$ cat src/rtl/pwm_rx_pkg.sv
// Shared types, drive-state encodings and default parameters for the multi-channel PWM decoder.
// Pure declarations; no latency or flow control.
package pwm_rx_pkg;

    typedef enum logic [1:0] {
        ST_BRAKE = 2'b00,
        ST_SHORT = 2'b01,
        ST_OPEN  = 2'b10,
        ST_DRIVE = 2'b11
    } drive_e;

    typedef enum logic [1:0] {
        IDLE_LOW  = 2'd0,
        MEASURE   = 2'd1,
        SATURATED = 2'd2
    } meter_fsm_e;

    localparam int DEF_NUM_CH      = 4;
    localparam int DEF_CNT_W       = 10;
    localparam int DEF_TIMEOUT     = 1024;
    localparam int DEF_TH0         = 307;
    localparam int DEF_TH1         = 409;
    localparam int DEF_TH2         = 512;
    localparam int DEF_SYNC_STAGES = 2;
    localparam int DEF_GLITCH_LEN  = 3;

    function automatic drive_e classify(input int w, input int t0, input int t1, input int t2);
        if (w <= t0)      return ST_BRAKE;
        else if (w <= t1) return ST_SHORT;
        else if (w <= t2) return ST_OPEN;
        else              return ST_DRIVE;
    endfunction

endpackage

$ cat src/rtl/pwm_width_meter.sv
// One PWM channel: synchronizer, optional glitch filter (PWM_GLITCH_FILTER_EN), width FSM and classifier.
// Result registered SYNC_STAGES (+GLITCH_LEN when filtered) edges after the line falls; no backpressure.
module pwm_width_meter
    import pwm_rx_pkg::*;
#(
    parameter int CNT_W       = DEF_CNT_W,
    parameter int TIMEOUT     = DEF_TIMEOUT,
    parameter int TH0         = DEF_TH0,
    parameter int TH1         = DEF_TH1,
    parameter int TH2         = DEF_TH2,
    parameter int SYNC_STAGES = DEF_SYNC_STAGES,
    parameter int GLITCH_LEN  = DEF_GLITCH_LEN
) (
    input  logic             clk,
    input  logic             reset,
    input  logic             pwm_i,
    output logic [1:0]       state_o,
    output logic [CNT_W-1:0] width_o,
    output logic             valid_o,
    output logic             timeout_o
);

    localparam int LOW_W = $clog2(TIMEOUT + 1);
    localparam logic [CNT_W-1:0] MAX_CNT = '1;

    if (!(TH0 < TH1 && TH1 < TH2 && TH2 < (1 << CNT_W) - 1)) begin : g_bad_thresholds
        $error("pwm_width_meter: thresholds must satisfy TH0 < TH1 < TH2 < 2^CNT_W-1");
    end
    if (SYNC_STAGES < 2) begin : g_bad_sync
        $error("pwm_width_meter: SYNC_STAGES must be at least 2");
    end
    if (TIMEOUT < 1) begin : g_bad_timeout
        $error("pwm_width_meter: TIMEOUT must be at least 1");
    end

    logic [SYNC_STAGES-1:0] sync_q;
    logic                   raw_s;
    logic                   s;
    logic                   s_d_q;

    always_ff @(posedge clk or posedge reset) begin
        if (reset) sync_q <= '0;
        else       sync_q <= {sync_q[SYNC_STAGES-2:0], pwm_i};
    end
    assign raw_s = sync_q[SYNC_STAGES-1];

`ifdef PWM_GLITCH_FILTER_EN
    localparam int GW = $clog2(GLITCH_LEN + 1);
    logic          filt_q, filt_d;
    logic [GW-1:0] gcnt_q, gcnt_d;

    // Output follows the raw line only after GLITCH_LEN consecutive differing samples.
    always_comb begin
        filt_d = filt_q;
        gcnt_d = '0;
        if (raw_s != filt_q) begin
            if (gcnt_q == GW'(GLITCH_LEN - 1)) filt_d = raw_s;
            else                               gcnt_d = gcnt_q + 1'b1;
        end
    end

    always_ff @(posedge clk or posedge reset) begin
        if (reset) begin
            filt_q <= 1'b0;
            gcnt_q <= '0;
        end else begin
            filt_q <= filt_d;
            gcnt_q <= gcnt_d;
        end
    end
    assign s = filt_q;
`else
    assign s = raw_s;
`endif

    always_ff @(posedge clk or posedge reset) begin
        if (reset) s_d_q <= 1'b0;
        else       s_d_q <= s;
    end

    logic rise, fall;
    assign rise = s & ~s_d_q;
    assign fall = ~s & s_d_q;

    meter_fsm_e       fsm_q, fsm_d;
    logic [CNT_W-1:0] wcnt_q, wcnt_d;
    logic [LOW_W-1:0] lcnt_q, lcnt_d;
    logic [CNT_W-1:0] width_q, width_d;
    drive_e           drv_q, drv_d;
    logic             valid_q, valid_d;
    logic             flag_q, flag_d;
    logic             latch;
    logic [CNT_W-1:0] latch_w;

    always_ff @(posedge clk or posedge reset) begin
        if (reset) fsm_q <= IDLE_LOW;
        else       fsm_q <= fsm_d;
    end

    always_comb begin
        fsm_d = fsm_q;
        case (fsm_q)
            IDLE_LOW:  if (rise) fsm_d = MEASURE;
            MEASURE: begin
                if (fall)                        fsm_d = IDLE_LOW;
                else if (s && wcnt_q == MAX_CNT) fsm_d = SATURATED;
            end
            SATURATED: if (fall) fsm_d = IDLE_LOW;
            default:   fsm_d = IDLE_LOW;
        endcase
    end

    // The low counter starts at 1 on the fall so it counts every synchronized-low cycle.
    always_comb begin
        wcnt_d  = wcnt_q;
        lcnt_d  = lcnt_q;
        flag_d  = flag_q;
        latch   = 1'b0;
        latch_w = '0;
        case (fsm_q)
            IDLE_LOW: begin
                if (rise) begin
                    wcnt_d = CNT_W'(1);
                    lcnt_d = '0;
                    flag_d = 1'b0;
                end else if (!s && lcnt_q != LOW_W'(TIMEOUT)) begin
                    lcnt_d = lcnt_q + 1'b1;
                    if (lcnt_q == LOW_W'(TIMEOUT - 1)) begin
                        latch  = 1'b1;
                        flag_d = 1'b1;
                    end
                end
            end
            MEASURE: begin
                if (fall) begin
                    latch   = 1'b1;
                    latch_w = wcnt_q;
                    lcnt_d  = LOW_W'(1);
                end else if (s) begin
                    if (wcnt_q == MAX_CNT) begin
                        latch   = 1'b1;
                        latch_w = MAX_CNT;
                    end else begin
                        wcnt_d = wcnt_q + 1'b1;
                    end
                end
            end
            SATURATED: begin
                if (fall) lcnt_d = LOW_W'(1);
            end
            default: ;
        endcase
    end

    always_comb begin
        valid_d = latch;
        width_d = latch ? latch_w : width_q;
        drv_d   = latch ? classify(int'(latch_w), TH0, TH1, TH2) : drv_q;
    end

    always_ff @(posedge clk or posedge reset) begin
        if (reset) begin
            wcnt_q  <= '0;
            lcnt_q  <= '0;
            width_q <= '0;
            drv_q   <= ST_BRAKE;
            valid_q <= 1'b0;
            flag_q  <= 1'b0;
        end else begin
            wcnt_q  <= wcnt_d;
            lcnt_q  <= lcnt_d;
            width_q <= width_d;
            drv_q   <= drv_d;
            valid_q <= valid_d;
            flag_q  <= flag_d;
        end
    end

    assign state_o   = drv_q;
    assign width_o   = width_q;
    assign valid_o   = valid_q;
    assign timeout_o = flag_q;

endmodule

$ cat src/rtl/pwm_state_decoder_mc.sv
// NUM_CH independent PWM width meters packed onto flat buses; PWM_GLITCH_FILTER_EN adds an input filter.
// Per-channel result SYNC_STAGES (+GLITCH_LEN) edges after the falling edge; no backpressure.
module pwm_state_decoder_mc
    import pwm_rx_pkg::*;
#(
    parameter int NUM_CH      = DEF_NUM_CH,
    parameter int CNT_W       = DEF_CNT_W,
    parameter int TIMEOUT     = DEF_TIMEOUT,
    parameter int TH0         = DEF_TH0,
    parameter int TH1         = DEF_TH1,
    parameter int TH2         = DEF_TH2,
    parameter int SYNC_STAGES = DEF_SYNC_STAGES,
    parameter int GLITCH_LEN  = DEF_GLITCH_LEN
) (
    input  logic                    clk,
    input  logic                    reset,
    input  logic [NUM_CH-1:0]       pwm_in,
    output logic [2*NUM_CH-1:0]     state_out,
    output logic [CNT_W*NUM_CH-1:0] width_out,
    output logic [NUM_CH-1:0]       valid_pulse,
    output logic [NUM_CH-1:0]       timeout_flag
);

    for (genvar i = 0; i < NUM_CH; i++) begin : g_ch
        pwm_width_meter #(
            .CNT_W       (CNT_W),
            .TIMEOUT     (TIMEOUT),
            .TH0         (TH0),
            .TH1         (TH1),
            .TH2         (TH2),
            .SYNC_STAGES (SYNC_STAGES),
            .GLITCH_LEN  (GLITCH_LEN)
        ) u_meter (
            .clk       (clk),
            .reset     (reset),
            .pwm_i     (pwm_in[i]),
            .state_o   (state_out[2*i +: 2]),
            .width_o   (width_out[CNT_W*i +: CNT_W]),
            .valid_o   (valid_pulse[i]),
            .timeout_o (timeout_flag[i])
        );
    end

endmodule

$ cat config.mk
export PLATFORM = sky130hd
export DESIGN_NAME = pwm_state_decoder_mc
export DESIGN_NICKNAME = d
export VERILOG_FILES = /design/src/rtl/pwm_rx_pkg.sv /design/src/rtl/pwm_width_meter.sv /design/src/rtl/pwm_state_decoder_mc.sv
export SDC_FILE = /design/constraint.sdc
export NUM_CORES = 1
export LEC_CHECK = 0
export BUFFER_PORTS_ARGS = -buffer_cell sky130_fd_sc_hd__buf_2
export CORE_MARGIN = 4
export CORE_UTILIZATION = 33
export DETAILED_ROUTE_END_ITERATION = 10
export GPL_ROUTABILITY_DRIVEN = 0
export SLEW_MARGIN = 20
export SYNTH_ARGS = -nofsm -noshare
export SYNTH_HDL_FRONTEND = slang
export SYNTH_SLANG_ARGS = --single-unit
$ cat constraint.sdc
create_clock -name clk -period 10.5 [get_ports clk]
set_input_delay 1.05 -clock clk [delete_from_list [all_inputs] [get_ports clk]]
set_output_delay 1.05 -clock clk [all_outputs]
set_load 0.03 [all_outputs]
=== Yosys cells after proc, flatten, opt, wreduce, memory -nomap -nowiden ===
Cells that the tools add are included.

* Reduce and logical (&&, ||, !) cells: 52
* Eq/ne operators: 52
* Magnitude comparators: 12
* Add/sub/neg operators: 8
* Multiplexer cells: 124
* Bitwise operators: 16

{| class="wikitable"
|+ Operators by type and width
! cell !! count
|-
| 10-bit 2-to-1 mux || 32
|-
| 11-bit 2-to-1 mux || 12
|-
| 11-bit one-hot mux with 2 select lines || 4
|-
| 10-bit by 9-bit less-or-equal comparator with 1-bit output (second input constant) || 8
|-
| 10-bit one-hot mux with 2 select lines || 4
|-
| 2-bit 2-to-1 mux || 24
|-
| 11-bit by 1-bit adder with 11-bit output (second input constant) || 4
|-
| 11-bit by 10-bit == test with 1-bit output (second input constant) || 4
|-
| 11-bit inequality test (second input constant) || 4
|-
| 10-bit by 1-bit adder with 10-bit output (second input constant) || 4
|-
| 10-bit == test (second input constant) || 4
|-
| 10-bit less-or-equal comparator (second input constant) || 4
|-
| 1-bit 2-to-1 mux || 40
|-
| 3-bit AND reduction || 12
|-
| 2-bit by 1-bit inequality test with 1-bit output (second input constant) || 16
|-
| 2-bit nonzero test || 16
|-
| 3-bit by 1-bit inequality test with 1-bit output (second input constant) || 8
|-
| 2-bit one-hot mux with 3 select lines || 4
|-
| 5-bit AND reduction || 4
|-
| 2-bit inequality test (second input constant) || 8
|-
| 1-bit bitwise AND || 8
|-
| 2-bit by 1-bit == test with 1-bit output (second input constant) || 4
|-
| 2-bit == test (second input constant) || 4
|-
| 1-bit logical AND || 8
|-
| other kinds (5) || 24
|}

* Input port bits: 6
* Output and inout bits: 56
* Register bits after elaboration: 160
* Logic and storage cells: 300

=== Longest topological paths before layout ===
Gate-level depths: netlist (run 1).

* Depth in word-level cells: 9
* Mapped depth: 8
* Depth with buffers taken out: 6

=== By module ===
A second synthesis (run 1) with hierarchy kept.

* Cell total of the unflattened synthesis: 975
* Area total of the unflattened synthesis: 9456.6 um^2

{| class="wikitable"
|+ Modules (own cells, without submodules)
! module !! sequential area each (um^2) !! cells each !! times used !! area each (um^2)
|-
| pwm_width_meter (g_ch[0].u_meter ...) || 1001.0 || 244 || 2 || 2384.8
|-
| pwm_width_meter (g_ch[2].u_meter) || 1001.0 || 246 || 1 || 2403.6
|-
| pwm_width_meter (g_ch[3].u_meter) || 1001.0 || 241 || 1 || 2283.4
|}

=== Worst setup path before layout (run 1) ===
OpenSTA, ideal clock, no wires.

* Path kind: register -> register
* Start point: register g_ch[2].u_meter.fsm_q[0]
* End point: register g_ch[2].u_meter.lcnt_q[6]
* Buffers on the path: 0
* Setup slack: 8.383 ns
* Cell stages (with the launch flop): 7
* Arrival: 2.010 ns
* Clock period less this slack: 2.117 ns
* Setup time: 0.107 ns
* Required time: 10.393 ns
* Path through: dfrtp_1 inv_1 ha_1 or4bb_4 o31ai_4 nor2_2 a2111oi_4

* Word-level cells in the longest chain between the ends: 4
* Elaborated cells between the ends (all ways): 9
* Classes of those cells: eq/ne (4); mux (1); reduce/logical (4)

{| class="wikitable"
|+ RTL lines
! element !! line !! source
|-
| start, declared || pwm_width_meter.sv:85 || <nowiki>meter_fsm_e fsm_q, fsm_d;</nowiki>
|-
| start signal, assigned || pwm_width_meter.sv:97 || <nowiki>else fsm_q <= fsm_d;</nowiki>
|-
| 2-bit by 1-bit == test with 1-bit output or 2-bit == test (tied branches) || pwm_width_meter.sv:120 || <nowiki>case (fsm_q)</nowiki>
|-
| 2-bit OR reduction (no source line) || n/a ||
|-
| 2-bit by 1-bit inequality test with 1-bit output (no source line) or 2-bit nonzero test (tied branches) || n/a ||
|-
| 3-bit AND reduction (no source line) || n/a ||
|-
| end signal, assigned || pwm_width_meter.sv:171 || <nowiki>lcnt_q <= lcnt_d;</nowiki>
|-
| end, declared || pwm_width_meter.sv:87 || <nowiki>logic [LOW_W-1:0] lcnt_q, lcnt_d;</nowiki>
|}

Parallel ways exist; a longest one is shown, timed or not.
A chain may end at the register's enable or synchronous reset.

=== Worst setup path in the final report (run 1) ===
Ends and elaborated chain as after synthesis.

==> metrics.md, run 1 <==
| Metric | Value |
|---|---|
| Status | finished clean |
| Post-route clock skew | between 0.01 and 0.015 ns |
| Global-route wire length before repair | approximately 37000 um |
| Post-route setup slack | ~7.9 ns |
| Max Used Layer | met4 |
| Clock buffer depth | 2 |
| Clock Latency Late Sink | between 0.4 and 0.5 ns |
| Number of synthesized register bits | 160 |
| Total global-route track usage | between 10% and 20% |
| Fin Hold WS | roughly 0.35 ns |
| Avg Cell Area, Syn | approximately 9.2 um^2 |
| Cell count after synthesis | just over 1k |
| Final slew viol count | 0 |
| Min-Delay Path Class | reg2reg |
| Worst-path clk slew | around 0.070 ns |
| Hold Buf Count CTS | 0 |
| Area growth, synth to finish | 11.6% |
| Peak VDD IR | roughly 0.00011 V |
| Reg2reg end | g_ch[2].u_meter.lcnt_q[6] |
| Wire length on met2 | between 9000 and 10000 um |
| Seq/Total Area, Yosys | a little over two fifths |
| CP max FO | 13 |
| Number of global-route vias before repair | between 7k and 8k |
| Dpl ws | about 7.7 ns |
| Final setup TNS | 0 ns |
| Cells on worst reg2reg path | 6 |
| Slew @ Worst Pin | 0.906 ns |
| Hold EP | g_ch[1].u_meter.sync_q[1] |
| CP Launch Point | g_ch[2].u_meter.fsm_q[0] |
| CP startpoint kind | flop |
| Die footprint | roughly 0.031 mm^2 |
| Worst reg-to-reg setup slack | 7.86 ns |
| CTS Buf Count | 17 |
| Fraction of layout cells with a size suffix above 1 | 12.1% |
| Final setup viols | 0 |
| M1 WL | ~11000 um |
| Initial drt markers | roughly 480 |
| Residual DRC count | 0 |
| Grt total ovfl | 0 |
| RSZ-0062 raised after global routing | false |
| Pleak | about 0.0045 uW |
| Synthesis Warnings | 0 |
| Inst Count DP | 1374 |
| Worst path max stage delay | between 0.6 and 0.7 ns |
| Synth Net Count | around 1.0k |
| Core area | about 0.028 mm^2 |
| Initial Utilization | 33.5% |
| Distinct cells, synth | 83 |
| Slew HR | 39.2% |
| Fmax | 0.379 GHz |
| Post-Layout Cell Count | between 1k and 1.5k |
| Post-synth EDFFs | 0 |
| Synth Cell Area | 0.00932 mm^2 |
| Asr flop ratio synth | 100% |
| Fin crit share | approximately a quarter |
| Remaining antenna violation count after routing | 0 |
| IO Count | 62 |
| RR Startpoint | g_ch[2].u_meter.fsm_q[0] |
| Worst EP arrival | ~3.0 ns |
| Final hold violation count | 0 |
| WL final | between 20000 and 25000 um |
| H-tree depth | 4 |
| Worst Setup End Kind | flop |
| Nets | ~1.0k |
| Worst hold path cell count | 0 |
| Largest net degree at the start of global routing | 98 |
| Setup bufs post-CTS | 0 |
| Chip Height | about 180 um |
| CTS resizes | 0 |
| Die Wd | approximately 180 um |
| Hold Crit Start | g_ch[1].u_meter.sync_q[0] |
| Post-route minimum period | roughly 2.6 ns |
| Root buf cell | clkbuf_16 |
| WP data required | 10.81 ns |
| Ys flop type | dfrtp_1 |
| N_diodes | 0 |
| CP Cell Sequence | inv_1 > ha_1 > or4bb_4 > o31ai_2 > a21oi_1 > a2111oi_4 |
| DP Wirelength | about 14000 um |
| 1st-pass router iterations | 5 |
| WL per Instance | 15.0 um |
| Initial antenna violation count | 0 |
| Met3 WL | approximately 550 um |
| Via count | between 7k and 8k |
| Sink Count | between 150 and 200 |
| FP Rows | 61 |
| WS Path Type | reg2reg |
| IO Port Bufs | a little over 60 |
| Max_cap viols | 0 |
| Pwr dens | about 240 mW/mm^2 |
| CTS tree | yes |
| CP max-delay cell | or4bb_4 |
| Via density per instance | between 5 and 6 |
## synthesized netlist by cell type, drive strengths merged (8+ instances only)
cell | instances | area (um^2)
a211oi | 11 | 82.6
clkbuf | 59 | 223
nand3 | 47 | 235
nor3b | 10 | 80.1
nor3 | 33 | 165
nor2 | 60 | 228
inv | 44 | 165
nor4 | 16 | 106
and2 | 13 | 81.3
o2bb2ai | 20 | 175
a21oi | 46 | 230
o211ai | 11 | 82.6
and4 | 10 | 87.6
ha | 28 | 350
and3 | 21 | 134
mux2i | 22 | 220
o21ai | 42 | 210
a21boi | 8 | 60.1
or4 | 14 | 109
nand2b | 21 | 131
nor2b | 11 | 68.8
nand2 | 83 | 312
nand4 | 25 | 156
buf | 24 | 138
a31oi | 14 | 87.6
dfrtp | 160 | 4000
o31ai | 48 | 384
## layer usage
layer	vias to the layer above	track usage (%)
li1	3796	-
met4	0	4.03
met3	19	2.36
met2	115	21.9
met5	-	0
met1	3749	19.5
## kinds of logic (layout without fill, tap and decap cells)
| kind of cell | Yosys count | after routing | synth area share [%] |
|---|---|---|---|
| fa+ha+maj | 28 | 28 | 3.76 |
| buf+inv | 127 | 142 | 5.64 |
| flops | 160 | 160 | 43.0 |
| mux | 25 | 25 | 2.73 |
| simple gates | 397 | 397 | 23.4 |
| compound gates | 276 | 276 | 21.5 |
## cell usage in the layout, fill, tap and decap left out, types with 9 or more instances in the layout
master and instances:
nor4_1 15, nand3_1 47, nand2_1 83, nor3b_1 9
nor2b_1 11, dfrtp_1 160, nand2b_1 21, o2bb2ai_1 20
clkbuf_16 17, and3_1 19, and2_1 12, buf_2 61
or4_1 13, a211oi_1 11, mux2i_1 22, and4_1 10
o211ai_1 11, inv_1 43, a31oi_1 13, o21ai_0 37
ha_1 28, o31ai_1 45, nor3_1 33, nand4_1 25
a21oi_1 46, nor2_1 59
## sequential cells by signal, indices dropped and copies added, names as in the netlist
register / flops
g_ch.u_meter.fsm_q: 8
g_ch.u_meter.lcnt_q: 44
g_ch.u_meter.s_d_q: 4
g_ch.u_meter.state_o: 8
g_ch.u_meter.sync_q: 8
g_ch.u_meter.timeout_o: 4
g_ch.u_meter.valid_o: 4
g_ch.u_meter.wcnt_q: 40
g_ch.u_meter.width_o: 40
## report_power, final
group          switching [uW]  internal, uW
Combinational             576           306
Clock                     272           387
Sequential                146           765
Total                     994          1460
## critical path, delay by kind of cell, from the launching register on
family                   cells  cell delay [ns]
AO/OA/AOI/OAI                3             0.97
AND/OR/NAND/NOR              1             0.63
flip-flops                   1             0.41
adder cells (fa/ha/maj)      1             0.41
buffers and inverters        1             0.12
## stage by stage
step	cell area, um^2	total power, uW	utilization, %
final	10400	2450	37.4
after floorplan	9320	1570	-
after global placement	9780	1800	35.2
after global routing	10400	2620	37.4
after detailed placement	9780	1810	35.2
after CTS	10400	2480	37.4
## worst max path at each step
| stage | end | slack, ns | depth (start not counted) |
|---|---|---|---|
| 6_report | g_ch[2].u_meter.lcnt_q[6] | 7.86 | 6 |
| 3_5_place_dp | g_ch[3].u_meter.lcnt_q[1] | 7.67 | 6 |
| 4_1_cts | g_ch[3].u_meter.lcnt_q[1] | 7.66 | 6 |
| 5_1_grt | g_ch[2].u_meter.width_o[9] | 7.62 | 4 |
| 3_3_place_gp | g_ch[2].u_meter.wcnt_q[8] | 7.74 | 3 |
| 2_1_floorplan | g_ch[0].u_meter.fsm_q[0] | 5.13 | 1 |
## layout make-up
class / instances / area, um^2
clock buffers: 19 / 443
well taps: 378 / 473
repair buffers: 66 / 343
clock inverters: 13 / 175
inverters: 44 / 170
flip-flops and latches: 160 / 4000
fillers: 2815 / 17400
multi-input cells: 726 / 4790
Power figures use the tool's default switching activity.
==> run 2: changes to the inputs <==
==> constraint.sdc (replaced) <==
create_clock -name clk -period 2.3 [get_ports clk]
set_input_delay 0.23 -clock clk [delete_from_list [all_inputs] [get_ports clk]]
set_output_delay 0.23 -clock clk [all_outputs]
set_load 0.03 [all_outputs]
==> metrics.md, run 2 (synthesis gave the netlist of run 1 again) <==
| Metric | Value |
|---|---|
| Status | finished clean |
| CP Cell Sequence | inv_1 > ha_1 > or4bb_1 > or3_1 > nand3_1 > o22ai_1 |
| WL final | 21800 um (+3.5%) |
| Pleak | 0.00480 uW (+6.3%) |
| WS Path Type | reg2reg |
| Sequential Area | 0.00400 mm^2 (unchanged) |
| Bufs and invs on worst path | 1 (unchanged) |
| Residual DRC count | 0 (unchanged) |
| Max FFs per register | 44 (unchanged) |
| Min-Delay Path Class | in2async |
| Sink Count | 160 (unchanged) |
| WP data required | 2.59 ns (-8.22 ns) |
| DP Wirelength | 15200 um (+6.8%) |
| N_diodes | 0 (unchanged) |
| CP startpoint kind | flop |
| Footprint of the multi-input gates | 0.00481 mm^2 (+0.29%) |
| Clock Latency Late Sink | 0.42 ns (about the same) |
| CTS Buf Count | 17 (unchanged) |
| # fillers | 2770 (-1.6%) |
| Setup bufs post-CTS | 0 (unchanged) |
| CTS tree | yes |
| Crit-path leading delay family | simple AND/OR/NAND/NOR gates |
| Slew HR | 60.1% (+21 points) |
| Max_cap viols | 0 (unchanged) |
| Most common cell after layout, fill and taps aside | dfrtp_1 |
| Fin util | 39.1% (+1.7 points) |
| Cells on worst reg2reg path | 6 (unchanged) |
| Clock buffer depth | 2 (unchanged) |
| Worst-path clk slew | 0.07 ns (about the same) |
| Number of global-route vias before repair | 7619 (+3.6%) |
| Root buf cell | clkbuf_16 |
| Global-route wire length before repair | 37800 um (+3.4%) |
| Final slew viol count | 0 (unchanged) |
| Remaining antenna violation count after routing | 0 (unchanged) |
| Total global-route track usage | 14.2% (+0.37 points) |
| Largest register by flop count | g_ch.u_meter.lcnt_q |
| Via count | 7903 (+2.9%) |
| Largest net degree at the start of global routing | 74 (-24%) |
| Fraction of layout cells with a size suffix above 1 | 16.4% (+4.4 points) |
| Fmax | 0.454 GHz (+20%) |
| Final setup viols | 0 (unchanged) |
| Peak VDD IR | 0.000478 V (+340%) |
| Worst path max stage delay | 0.51 ns (-0.12 ns) |
| Worst EP arrival | 2.49 ns (-0.46 ns) |
| Nets | 1105 (+5.3%) |
| Via density per instance | 5.41 (-1.0%) |
| Pwr dens | 1050 mW/mm^2 (+350%) |
| Core area | 0.0278 mm^2 (unchanged) |
| FP Rows | 61 (unchanged) |
| Post-route minimum period | 2.20 ns (-0.439 ns) |
| IO Count | 62 (unchanged) |
| CP max-delay cell | or4bb_1 |
| Worst Setup End Kind | flop |
| Initial antenna violation count | 0 (unchanged) |
| Fin crit share | 95.7% (+71 points) |
| Post-route clock skew | 0.0112 ns (-0.000629 ns) |
| Final hold violation count | 0 (unchanged) |
| Final setup TNS | 0 ns (unchanged) |
| RSZ-0062 raised after global routing | false |
| Chip Height | 176 um (unchanged) |
| Commonest cells after routing, fill and taps aside | dfrtp_1 (160), nand2_1 (82), buf_2 (61) |
| Area growth, synth to finish | 16.7% |
| Slew @ Worst Pin | 0.592 ns (-0.314 ns) |
| Die Wd | 176 um (unchanged) |
| Die footprint | 0.0310 mm^2 (unchanged) |
| H-tree depth | 4 (unchanged) |
| Initial drt markers | 541 (+14%) |
| Initial Utilization | 33.5% (unchanged) |
| IO Port Bufs | 61 (unchanged) |
| 1st-pass router iterations | 5 (unchanged) |
| CP max FO | 5 (-8) |
| WL per Instance | 14.9 um (-0.46%) |
| CP Depth | 6 (unchanged) |
| Grt total ovfl | 0 (unchanged) |
## run 2: repair_timing
action	in CTS	in global routing
resized for setup	0	5
hold buffers	5	0
setup endpoints to repair	0	20
hold endpoints to repair	55	0
## run 2: worst min-delay path, delay by kind of cell
| family | cells | cell delay [ns] |
|---|---|---|
| buffers and inverters | 3 | 0.81 |
## run 2: metal layers
metal | global-route usage (%) | routed length (um) | up-vias
li1 | - | - | 3910
met1 | 20.1 | 10800 | 3857
met2 | 22.7 | 10200 | 120
met3 | 2.57 | 633 | 16
met4 | 3.44 | 187 | 0
met5 | 0 | 0 | -
## run 2: cell type report
| type | instances | share of cell area [%] |
|---|---|---|
| Multi-Input combinational cell | 726 | 44.2 |
| Sequential cell | 160 | 36.8 |
| Clock inverter | 12 | 1.36 |
| Inverter | 44 | 1.55 |
| Clock buffer | 20 | 4.29 |
| Timing Repair Buffer | 122 | 7.37 |
| Tap cell | 378 | 4.35 |
## run 2: path summary, 6_finish.rpt
| check | from | end | slack [ns] |
|---|---|---|---|
| hold reg to reg | g_ch[3].u_meter.sync_q[0] | g_ch[3].u_meter.sync_q[1] | 0.35 |
| max in group asynchronous | reset | g_ch[0].u_meter.lcnt_q[7] | 1.41 |
| min in group clk | g_ch[3].u_meter.sync_q[0] | g_ch[3].u_meter.sync_q[1] | 0.35 |
| setup reg to reg | g_ch[0].u_meter.fsm_q[1] | g_ch[0].u_meter.lcnt_q[10] | 0.1 |
| hold / removal | reset | g_ch[2].u_meter.lcnt_q[9] | 0.27 |
| setup / recovery | g_ch[0].u_meter.fsm_q[1] | g_ch[0].u_meter.lcnt_q[10] | 0.1 |
## run 2: power breakdown
part	leakage, uW	internal [uW]	switching [uW]	total (uW)
Clock	0.000301	1720	1220	2940
Combinational	0.00245	1630	2770	4390
Sequential	0.00205	3490	586	4080
## run 2: through the flow
step | hold slack, ns | power, uW | area, um^2 | std cells | setup slack (ns)
after floorplan | 0.261 | 7180 | 9320 | 1013 | 0.0412
after global placement | 0.159 | 8450 | 10200 | 1425 | 0.143
after detailed placement | 0.161 | 8520 | 10200 | 1425 | 0.0977
after CTS | 0.252 | 11500 | 10800 | 1462 | 0.0620
after global routing | 0.262 | 12200 | 10900 | 1462 | 0.00289
final | 0.266 | 11400 | 10900 | 1462 | 0.0992
==> run 3: changes to the inputs <==
--- a/config.mk
+++ b/config.mk
@@ -10,6 +10,7 @@
 export CORE_UTILIZATION = 33
 export DETAILED_ROUTE_END_ITERATION = 10
 export GPL_ROUTABILITY_DRIVEN = 0
+export RECOVER_POWER = 25
 export SLEW_MARGIN = 20
 export SYNTH_ARGS = -nofsm -noshare
 export SYNTH_HDL_FRONTEND = slang
==> metrics.md, run 3 (synthesis gave the netlist of run 1 again) <==
| Metric | Value |
|---|---|
| Grt total ovfl | 0 (unchanged) |
| Clock buffer depth | 2 (unchanged) |
| Cells on worst reg2reg path | 6 (unchanged) |
| DP Wirelength | 15200 um (unchanged) |
| IO Port Bufs | 61 (unchanged) |
| Remaining antenna violation count after routing | 0 (unchanged) |
| Worst EP arrival | 2.49 ns (about the same) |
| Largest register by flop count | g_ch.u_meter.lcnt_q |
| Top Usage Layer GRT | met2 |
| # fillers | 2778 (+0.29%) |
| Final slew viol count | 0 (unchanged) |
| Pleak | 0.00478 uW (-0.34%) |
| Final setup TNS | 0 ns (unchanged) |
| CP startpoint kind | flop |
| Number of global-route vias before repair | 7619 (unchanged) |
| Fmax | 0.454 GHz (-0.11%) |
| WL final | 21800 um (about the same) |
| WL per Instance | 14.9 um (about the same) |
| Setup bufs post-CTS | 0 (unchanged) |
| Initial antenna violation count | 0 (unchanged) |
| Slew HR | 22.3% (-38 points) |
| Met2 usage | 22.7% (unchanged) |
| Pwr dens | 1050 mW/mm^2 (+0.19%) |
| RR Startpoint | g_ch[0].u_meter.fsm_q[1] |
| Initial Utilization | 33.5% (unchanged) |
| M1 GR Usage | 20.1% (unchanged) |
| IO Count | 62 (unchanged) |
| Reg2reg end | g_ch[0].u_meter.lcnt_q[10] |
| Fin crit share | 95.8% (+0.11 points) |
| CTS tree | yes |
| Footprint of the multi-input gates | 0.00481 mm^2 (unchanged) |
| H-tree depth | 4 (unchanged) |
| Root buf cell | clkbuf_16 |
| Die footprint | 0.0310 mm^2 (unchanged) |
| Fin util | 39.0% (-0.10 points) |
| WP data required | 2.59 ns (about the same) |
| Nets | 1105 (unchanged) |
| CTS Buf Count | 17 (unchanged) |
| Residual DRC count | 0 (unchanged) |
| Final hold violation count | 0 (unchanged) |
| Fraction of layout cells with a size suffix above 1 | 16.1% (-0.28 points) |
| Chip Height | 176 um (unchanged) |
| N_diodes | 0 (unchanged) |
| Via count | 7906 (+0.038%) |
| Worst reg-to-reg setup slack | 0.1 ns (about the same) |
| Most common cell after layout, fill and taps aside | dfrtp_1 |
| Global-route wire length before repair | 37800 um (unchanged) |
| RSZ-0062 raised after global routing | false |
| Post-route clock skew | 0.0117 ns (+0.000531 ns) |
| Commonest cells after routing, fill and taps aside | dfrtp_1 (160), nand2_1 (82), buf_2 (61) |
| Dpl ws | 0.0977 ns (unchanged) |
| CP max FO | 5 (unchanged) |
| Peak VDD IR | 0.000478 V (about the same) |
| Global-route track usage on met3 | 2.57% (unchanged) |
| Post-route minimum period | 2.20 ns (+0.00250 ns) |
| Total global-route track usage | 14.2% (unchanged) |
| Die Wd | 176 um (unchanged) |
| Min-Delay Path Class | in2async |
| Max FFs per register | 44 (unchanged) |
| Status | finished clean |
| Core area | 0.0278 mm^2 (unchanged) |
| Initial drt markers | 527 (-2.6%) |
| FP Rows | 61 (unchanged) |
| Largest net degree at the start of global routing | 74 (unchanged) |
| Clock Latency Late Sink | 0.42 ns (about the same) |
| Area growth, synth to finish | 16.3% |
| Slew @ Worst Pin | 1.17 ns (+0.574 ns) |
| Max_cap viols | 0 (unchanged) |
| Worst Setup End Kind | flop |
| Sink Count | 160 (unchanged) |
| Post-route setup slack | 0.0967 ns (-0.00250 ns) |
| Worst-path clk slew | 0.07 ns (about the same) |
| 1st-pass router iterations | 5 (unchanged) |
| WS Path Type | reg2reg |
| Final setup viols | 0 (unchanged) |
| Sequential Area | 0.00400 mm^2 (unchanged) |
| Via density per instance | 5.41 (about the same) |
==> run 3: worst max-delay path by stage <==
| stage | start | end | slack [ns] | cells after the start |
|---|---|---|---|---|
| 2_1_floorplan | reset | g_ch[0].u_meter.fsm_q[0] | 0.04 | 1 |
| 3_3_place_gp | g_ch[2].u_meter.fsm_q[0] | g_ch[2].u_meter.lcnt_q[5] | 0.14 | 7 |
| 3_5_place_dp | g_ch[3].u_meter.fsm_q[0] | g_ch[3].u_meter.lcnt_q[1] | 0.1 | 6 |
| 4_1_cts | g_ch[3].u_meter.fsm_q[0] | g_ch[3].u_meter.lcnt_q[1] | 0.06 | 6 |
| 5_1_grt | g_ch[2].u_meter.fsm_q[1] | g_ch[2].u_meter.lcnt_q[5] | 0.003 | 7 |
| 6_report | g_ch[0].u_meter.fsm_q[1] | g_ch[0].u_meter.lcnt_q[10] | 0.1 | 6 |
==> run 3: area by class of cell <==
cell class              instances  share of cell area, %
multi-input cells             726                   44.3
flip-flops and latches        160                   36.9
repair buffers                122                   7.15
well taps                     378                   4.36
clock buffers                  20                   4.31
inverters                      44                   1.54
clock inverters                12                   1.36
==> run 3: per-layer routing <==
layer | share of wire, % | routed length, um
met2 | 46 | 10100
met5 | 0 | 0
met3 | 2.9 | 641
met1 | 50 | 10800
met4 | 0.86 | 187
==> run 3: report_power, final <==
group | total, uW | leakage [uW] | internal [uW] | switching, uW
clock | 2930 | 0.000301 | 1720 | 1220
sequential | 4080 | 0.00205 | 3490 | 588
combinational | 4390 | 0.00243 | 1620 | 2760
==> run 3: stage by stage <==
step	cells	total power [uW]	hold WS (ns)	cell area [um^2]
3_5_place_dp	1425	8520	0.161	10200
2_1_floorplan	1013	7180	0.261	9320
5_1_grt	1462	12200	0.294	10800
6_report	1462	11400	0.283	10800
4_1_cts	1462	11500	0.252	10800
3_3_place_gp	1425	8450	0.159	10200
==> run 3: critical path: stages, from the launching register on <==
cell     delay [ns]
dfrtp_1        0.41
inv_1          0.12
ha_1           0.17
or4bb_1        0.51
or3_1          0.46
nand3_1        0.27
o22ai_1        0.13
==> run 3: repair_timing <==
action | 4_1_cts | 5_1_grt
endpoints found under the setup margin | 0 | 20
gates resized for setup | 0 | 5
hold buffers | 5 | 0
hold endpoints to repair | 55 | 0
